<file path="src/rtl/traffic_pkg.sv">
// Shared types and constants for the two-road traffic light controller.
`timescale 1ns/1ps
package traffic_pkg;

    localparam int NS_CNT_W = 5;
    localparam int EW_CNT_W = 4;
    localparam int Y_CNT_W  = 2;

    localparam int DEF_NS_GREEN_CYCLES = 32;
    localparam int DEF_EW_GREEN_CYCLES = 16;
    localparam int DEF_YELLOW_CYCLES   = 4;

    typedef enum logic [2:0] {
        NS_GREEN  = 3'd0,
        NS_YELLOW = 3'd1,
        EW_GREEN  = 3'd2,
        EW_YELLOW = 3'd3,
        ALL_RED   = 3'd4
    } state_t;

endpackage

</file>
<file path="src/rtl/traffic_light_controller_if.sv">
// Sensor inputs, lamp outputs and debug taps (timer values, FSM state) of the controller.
`timescale 1ns/1ps
interface traffic_light_controller_if;
    import traffic_pkg::*;

    logic                NS_vehicle_detect;
    logic                EW_vehicle_detect;
    logic                NS_red;
    logic                NS_yellow;
    logic                NS_green;
    logic                EW_red;
    logic                EW_yellow;
    logic                EW_green;
    logic [NS_CNT_W-1:0] o_ns_count;
    logic [EW_CNT_W-1:0] o_ew_count;
    logic [Y_CNT_W-1:0]  o_yellow_count;
    state_t              state;

    // Level signals only, no valid/ready: detects are sampled on every rising
    // edge, lamps/counts/state are registered-state decodes valid all cycle.
    modport master (
        input  NS_vehicle_detect, EW_vehicle_detect,
        output NS_red, NS_yellow, NS_green, EW_red, EW_yellow, EW_green,
        output o_ns_count, o_ew_count, o_yellow_count, state
    );

    modport slave (
        output NS_vehicle_detect, EW_vehicle_detect,
        input  NS_red, NS_yellow, NS_green, EW_red, EW_yellow, EW_green,
        input  o_ns_count, o_ew_count, o_yellow_count, state
    );

endinterface

</file>
<file path="src/rtl/phase_timer.sv">
// Saturating up-counter: counts while enabled, clears to 0 when disabled, flags LIMIT-1.
`timescale 1ns/1ps
module phase_timer #(
    parameter int WIDTH = 5,
    parameter int LIMIT = 32
) (
    input  logic             i_clk,
    input  logic             i_rst_n,
    input  logic             enable,
    output logic [WIDTH-1:0] count,
    output logic             done
);

    localparam logic [WIDTH-1:0] MAX = WIDTH'(LIMIT - 1);

    always_ff @(posedge i_clk or negedge i_rst_n) begin
        if (!i_rst_n) begin
            count <= '0;
        end else if (!enable) begin
            count <= '0;
        end else if (count != MAX) begin
            count <= count + WIDTH'(1);
        end
    end

    assign done = (count == MAX);

endmodule

</file>
<file path="src/rtl/traffic_light_controller.sv">
// Moore FSM NS green -> NS yellow -> EW green -> EW yellow with three phase timers.
// Define TRAFFIC_ALL_RED_EN to insert a 1-cycle all-red after every yellow.
`timescale 1ns/1ps
module traffic_light_controller
    import traffic_pkg::*;
#(
    parameter int NS_GREEN_CYCLES = DEF_NS_GREEN_CYCLES,
    parameter int EW_GREEN_CYCLES = DEF_EW_GREEN_CYCLES,
    parameter int YELLOW_CYCLES   = DEF_YELLOW_CYCLES
) (
    input  logic                        i_clk,
    input  logic                        i_rst_n,
    traffic_light_controller_if.master  bus
);

    state_t              state;
    state_t              state_next;
    logic [NS_CNT_W-1:0] ns_count;
    logic [EW_CNT_W-1:0] ew_count;
    logic [Y_CNT_W-1:0]  y_count;
    logic                ns_done;
    logic                ew_done;
    logic                y_done;
    logic                ns_en;
    logic                ew_en;
    logic                y_en;
    logic [5:0]          lamps;

    // A timer runs only while its phase persists; the entry and exit edges
    // clear it, so it reads 0 in every state other than its own phase.
    assign ns_en = (state == NS_GREEN) && (state_next == NS_GREEN);
    assign ew_en = (state == EW_GREEN) && (state_next == EW_GREEN);
    assign y_en  = ((state == NS_YELLOW) || (state == EW_YELLOW)) && (state_next == state);

    phase_timer #(.WIDTH(NS_CNT_W), .LIMIT(NS_GREEN_CYCLES)) u_ns_timer (
        .i_clk   (i_clk),
        .i_rst_n (i_rst_n),
        .enable  (ns_en),
        .count   (ns_count),
        .done    (ns_done)
    );

    phase_timer #(.WIDTH(EW_CNT_W), .LIMIT(EW_GREEN_CYCLES)) u_ew_timer (
        .i_clk   (i_clk),
        .i_rst_n (i_rst_n),
        .enable  (ew_en),
        .count   (ew_count),
        .done    (ew_done)
    );

    phase_timer #(.WIDTH(Y_CNT_W), .LIMIT(YELLOW_CYCLES)) u_y_timer (
        .i_clk   (i_clk),
        .i_rst_n (i_rst_n),
        .enable  (y_en),
        .count   (y_count),
        .done    (y_done)
    );

    always_ff @(posedge i_clk or negedge i_rst_n) begin
        if (!i_rst_n) begin
            state <= NS_GREEN;
        end else begin
            state <= state_next;
        end
    end

`ifdef TRAFFIC_ALL_RED_EN
    // Remembers which green follows the shared ALL_RED state.
    logic ew_next;

    always_ff @(posedge i_clk or negedge i_rst_n) begin
        if (!i_rst_n) begin
            ew_next <= 1'b0;
        end else if (state == NS_YELLOW) begin
            ew_next <= 1'b1;
        end else if (state == EW_YELLOW) begin
            ew_next <= 1'b0;
        end
    end
`endif

    always_comb begin
        state_next = state;
        case (state)
            NS_GREEN: begin
                if (ns_done && bus.EW_vehicle_detect) state_next = NS_YELLOW;
            end
            NS_YELLOW: begin
`ifdef TRAFFIC_ALL_RED_EN
                if (y_done) state_next = ALL_RED;
`else
                if (y_done) state_next = EW_GREEN;
`endif
            end
            EW_GREEN: begin
                if (ew_done || (!bus.EW_vehicle_detect && bus.NS_vehicle_detect))
                    state_next = EW_YELLOW;
            end
            EW_YELLOW: begin
`ifdef TRAFFIC_ALL_RED_EN
                if (y_done) state_next = ALL_RED;
`else
                if (y_done) state_next = NS_GREEN;
`endif
            end
`ifdef TRAFFIC_ALL_RED_EN
            ALL_RED: begin
                state_next = ew_next ? EW_GREEN : NS_GREEN;
            end
`endif
            default: begin
                state_next = NS_GREEN;
            end
        endcase
    end

    // Lamp order {NS_red, NS_yellow, NS_green, EW_red, EW_yellow, EW_green};
    // anything unexpected shows red on both roads.
    always_comb begin
        lamps = 6'b100_100;
        case (state)
            NS_GREEN:  lamps = 6'b001_100;
            NS_YELLOW: lamps = 6'b010_100;
            EW_GREEN:  lamps = 6'b100_001;
            EW_YELLOW: lamps = 6'b100_010;
            default:   lamps = 6'b100_100;
        endcase
    end

    assign bus.NS_red         = lamps[5];
    assign bus.NS_yellow      = lamps[4];
    assign bus.NS_green       = lamps[3];
    assign bus.EW_red         = lamps[2];
    assign bus.EW_yellow      = lamps[1];
    assign bus.EW_green       = lamps[0];
    assign bus.o_ns_count     = ns_count;
    assign bus.o_ew_count     = ew_count;
    assign bus.o_yellow_count = y_count;
    assign bus.state          = state;

endmodule

</file>
<file path="src/flat_wrapper.sv">
// flat-port wrapper written by rule: the top's interface ports become plain ports
module traffic_light_controller_flat import traffic_pkg::*;
#(
    parameter int NS_GREEN_CYCLES = DEF_NS_GREEN_CYCLES,
    parameter int EW_GREEN_CYCLES = DEF_EW_GREEN_CYCLES,
    parameter int YELLOW_CYCLES   = DEF_YELLOW_CYCLES
)
  (i_clk, i_rst_n, bus_NS_vehicle_detect, bus_EW_vehicle_detect, bus_NS_red, bus_NS_yellow, bus_NS_green, bus_EW_red, bus_EW_yellow, bus_EW_green, bus_o_ns_count, bus_o_ew_count, bus_o_yellow_count, bus_state);
  traffic_light_controller_if bus_i ();
  input  logic i_clk;
  input  logic i_rst_n;
  input wire logic [$bits(bus_i.NS_vehicle_detect)-1:0] bus_NS_vehicle_detect;
  input wire logic [$bits(bus_i.EW_vehicle_detect)-1:0] bus_EW_vehicle_detect;
  output wire logic [$bits(bus_i.NS_red)-1:0] bus_NS_red;
  output wire logic [$bits(bus_i.NS_yellow)-1:0] bus_NS_yellow;
  output wire logic [$bits(bus_i.NS_green)-1:0] bus_NS_green;
  output wire logic [$bits(bus_i.EW_red)-1:0] bus_EW_red;
  output wire logic [$bits(bus_i.EW_yellow)-1:0] bus_EW_yellow;
  output wire logic [$bits(bus_i.EW_green)-1:0] bus_EW_green;
  output wire logic [$bits(bus_i.o_ns_count)-1:0] bus_o_ns_count;
  output wire logic [$bits(bus_i.o_ew_count)-1:0] bus_o_ew_count;
  output wire logic [$bits(bus_i.o_yellow_count)-1:0] bus_o_yellow_count;
  output wire logic [$bits(bus_i.state)-1:0] bus_state;
  assign bus_i.NS_vehicle_detect = bus_NS_vehicle_detect;
  assign bus_i.EW_vehicle_detect = bus_EW_vehicle_detect;
  assign bus_NS_red = bus_i.NS_red;
  assign bus_NS_yellow = bus_i.NS_yellow;
  assign bus_NS_green = bus_i.NS_green;
  assign bus_EW_red = bus_i.EW_red;
  assign bus_EW_yellow = bus_i.EW_yellow;
  assign bus_EW_green = bus_i.EW_green;
  assign bus_o_ns_count = bus_i.o_ns_count;
  assign bus_o_ew_count = bus_i.o_ew_count;
  assign bus_o_yellow_count = bus_i.o_yellow_count;
  assign bus_state = bus_i.state;
  traffic_light_controller #(.NS_GREEN_CYCLES(NS_GREEN_CYCLES), .EW_GREEN_CYCLES(EW_GREEN_CYCLES), .YELLOW_CYCLES(YELLOW_CYCLES)) u_core (.i_clk(i_clk), .i_rst_n(i_rst_n), .bus(bus_i));
endmodule
</file>
<file path="config.mk">
export PLATFORM = sky130hd
export DESIGN_NAME = traffic_light_controller_flat
export DESIGN_NICKNAME = d
export VERILOG_FILES = /design/src/rtl/traffic_pkg.sv /design/src/rtl/traffic_light_controller_if.sv /design/src/rtl/phase_timer.sv /design/src/rtl/traffic_light_controller.sv /design/src/flat_wrapper.sv
export SDC_FILE = /design/constraint.sdc
export NUM_CORES = 1
export LEC_CHECK = 0
export CORE_UTILIZATION = 46
export DETAILED_ROUTE_END_ITERATION = 16
export PLACE_DENSITY_LB_ADDON = 0.3
export SLEW_MARGIN = 10
export SYNTH_ARGS = -nofsm -noshare
export SYNTH_HDL_FRONTEND = slang
export SYNTH_SLANG_ARGS = --single-unit
</file>
<file path="constraint.sdc">
create_clock -name i_clk -period 3.94 [get_ports i_clk]
set_clock_uncertainty 0.05 [all_clocks]
set_input_delay 0.394 -clock i_clk [delete_from_list [all_inputs] [get_ports i_clk]]
set_output_delay 0.394 -clock i_clk [all_outputs]
set_load 0.01 [all_outputs]
</file>
==> results.json <==
{
  "status": "complete, no violations",
  "cap_viol_max_count": 0,
  "clk_latency_ns": 0.27,
  "syn_area_um2": 688.2,
  "min_period_over_period_pct": 52.56,
  "die_area_um2": 1655,
  "gp_congestion": 0.7360,
  "rr_endpoint": "u_core.u_ns_timer.count[3]",
  "hp-class": "reg -> reg",
  "critPathMaxStageDelay_ns": 0.52,
  "die_h_um": 40.68,
  "fin_util_pct": 70.99,
  "firstDrtPassIters": 4,
  "cts_buffers": 3,
  "worst-setup-path-type": "reg -> out",
  "r2r-start": "u_core.u_ns_timer.count[0]",
  "globalRouteMet1Util_pct": 22.49,
  "cp.arrival_ns": 1.63,
  "routed_via_density": 5.183,
  "grtUsageMet2_pct": 31.75,
  "rsz0062_at_grt": "false",
  "dpl.hpwl_um": 992.9,
  "gr-usage-met3_pct": 5.978,
  "crit_chain": "nor2_1, and2_1, clkdlybuf4s50_1",
  "min_path_cells": 1,
  "yosysSeqAreaShare_pct": 50.91,
  "cts_buffer_depth": 2,
  "clk_pin_slew_ns": 0.08,
  "h-tree-depth": 1,
  "synth_area_leaders": "dfrtp_1 (51%), ha_1 (7.3%), nor2_1 (6.5%), xor2_1 (3.8%), mux2i_1 (2.9%)",
  "critPathLaunchType": "flop",
  "drv_slew": 0,
  "critPathMaxFanout": 10,
  "rows": 13,
  "ios": 24,
  "initial_core_util_pct": 50.97,
  "ys_types": 26,
  "grtUsageTotal_pct": 18.64,
  "core_area_um2": 1350,
  "tightest_slew_ns": 0.6272,
  "crit_slowest_cell": "clkdlybuf4s50_1",
  "io_buffers": 23,
  "min_period_ns": 2.071,
  "r2r_cells": 6,
  "irDropWorstVdd_mv": 0.1993,
  "worstSetupEndpointType": "output port",
  "post-place-ws_ns": 2.172,
  "ff2ff_setup_slack_ns": 2.23,
  "grt_max_degree": 15,
  "fin_area_um2": 958.4,
  "grt_pass1_wl_um": 1918,
  "cts_resized": 0,
  "drive_above_1_share_pct": 7.865,
  "busiest_layer": "met2",
  "min_to": "u_core.u_y_timer.count[0]",
  "p_leak_nw": 0.4467,
  "setup_viol": 0,
  "cts_hold_buffers": 0,
  "netlist.area_leader.share_pct": 50.91,
  "synthesis.nets": 73,
  "yosysTopAreaCell": "dfrtp_1",
  "synth_area_per_cell_um2": 10.59,
  "ys_ff_latch": 14,
  "synth_cells": 65,
  "diodes": 0,
  "cts_sinks": 14,
  "slew_headroom_pct": 58.06,
  "fmax_mhz": 482.8,
  "grt_overflow": 0,
  "fin_cells": 104,
  "grt_pass1_vias": 439,
  "yosys_warnings": 0,
  "postRouteAntennaNets": 0,
  "finalWirelength_um": 1339,
  "post-cts-setup-buffer-count": 0,
  "cts_tree": "built",
  "layout.nets": 98,
  "placed_cells": 100,
  "worstHoldStart": "u_core.u_y_timer.count[0]",
  "final_hold_viol_count": 0,
  "cts_root_buffer": "clkbuf_4",
  "antenna_found_initial": 0,
  "vias": 539,
  "drc_errors": 0,
  "power.density_nw_per_um2": 290.0,
  "finalPower_mw": 0.2779,
  "placed_area_um2": 922.1,
  "hold_slack_ns": 0.4053,
  "wire_per_inst_um": 12.88,
  "fillCellCount": 108,
  "critPathRequiredTime_ns": 3.50,
  "first_iter_violations": 6,
  "fin_tns_setup_ns": 0,
  "area_growth_pct": 39.27,
  "die-width_um": 40.68,
  "worst_slack_ns": 1.869
}
-- synth_stat cells --
library cell and count:
o41ai_2 1, a31oi_1 1, nor3_2 1, and2_1 1, and3b_1 1, a21oi_1 1, inv_1 1, nor2_1 12
dfrtp_1 14, and3_1 3, xnor2_1 2, nand2_1 3, a211oi_1 1, nand2b_1 2, or2_2 1, xor2_1 3
ha_1 4, buf_2 3, mux2i_1 2, or3b_1 1, conb_1 1, nor3b_1 1, nand4b_1 1, nand4_1 1
nand3_1 2, nor2b_1 1
-- routing by layer --
metal | share of wire [%] | routed length, um | up-vias
met5 | 0 | 0 | -
met4 | 0.30 | 4 | 0
met3 | 4.3 | 58 | 2
met2 | 52 | 697 | 13
met1 | 43 | 579 | 257
li1 | - | - | 267
-- cell usage in the layout (no fill, tap or decap) --
master / netlist / routed
xnor2_1: 2 / 2
nand2b_1: 2 / 2
and3_1: 3 / 3
clkbuf_8: 0 / 1
dfrtp_1: 14 / 14
nor3b_1: 1 / 1
conb_1: 1 / 1
inv_1: 1 / 1
clkbuf_4: 0 / 3
ha_1: 4 / 4
a31oi_1: 1 / 1
nor2b_1: 1 / 1
or3b_1: 1 / 1
nor3_2: 1 / 1
and3b_1: 1 / 1
clkdlybuf4s50_1: 0 / 23
xor2_1: 3 / 3
or2_2: 1 / 1
nor2_1: 12 / 12
nand4b_1: 1 / 1
mux2i_1: 2 / 2
nand2_1: 3 / 3
nand4_1: 1 / 1
o41ai_2: 1 / 1
and2_1: 1 / 1
a21oi_1: 1 / 1
a211oi_1: 1 / 1
nand3_1: 2 / 2
-- sequential cells by signal, summed over array words and instances, names as in the netlist --
name and cells:
u_core.bus.state 3, u_core.u_y_timer.count 2, u_core.u_ew_timer.count 4, u_core.u_ns_timer.count 5
-- critical path, delay by kind of cell (launching register included) --
| family | cells | cell delay [ns] |
|---|---|---|
| and+or+nand+nor | 2 | 0.34 |
| buffers and inverters | 1 | 0.52 |
| DFF | 1 | 0.49 |
-- cell families (layout without fill, tap and decap cells) --
group	count (synthesis)	count (layout)	share of synthesized area, %
other	1	1	0.5449
muxes	2	2	2.909
adders and majority gates	4	4	7.273
buffers and inverters	4	28	2.726
DFF	14	14	50.91
and+or+nand+nor	31	31	24.18
xor gates and xnor gates	5	5	6.365
AOI/OAI and AO/OA	4	4	5.092
-- power by group --
group	switching, mW	internal, mW
Clock	0.0455	0.0560
Combinational	0.0113	0.0141
Sequential	0.00432	0.147
-- worst max path at each step --
stage / start / end / slack, ns
after floorplan: u_core.u_ns_timer.count[0] / u_core.u_ns_timer.count[3] / 2.29
after global placement: u_core.bus.state[2] / bus_EW_green / 2.21
after detailed placement: u_core.bus.state[2] / bus_EW_green / 2.17
after CTS: u_core.bus.state[2] / bus_EW_green / 1.86
after global routing: u_core.bus.state[2] / bus_EW_green / 1.78
final: u_core.bus.state[2] / bus_EW_green / 1.87
-- area by class of cell --
type / count / area (um2) / area share [%]
clock buffers: 4 / 36.28 / 3.786
well taps: 15 / 18.77 / 1.958
multi-input cells: 47 / 319.1 / 33.29
flip-flops and latches: 14 / 350.3 / 36.55
inverters: 1 / 3.754 / 0.3916
repair buffers: 23 / 230.2 / 24.02
(Power assumes the default switching activity.)
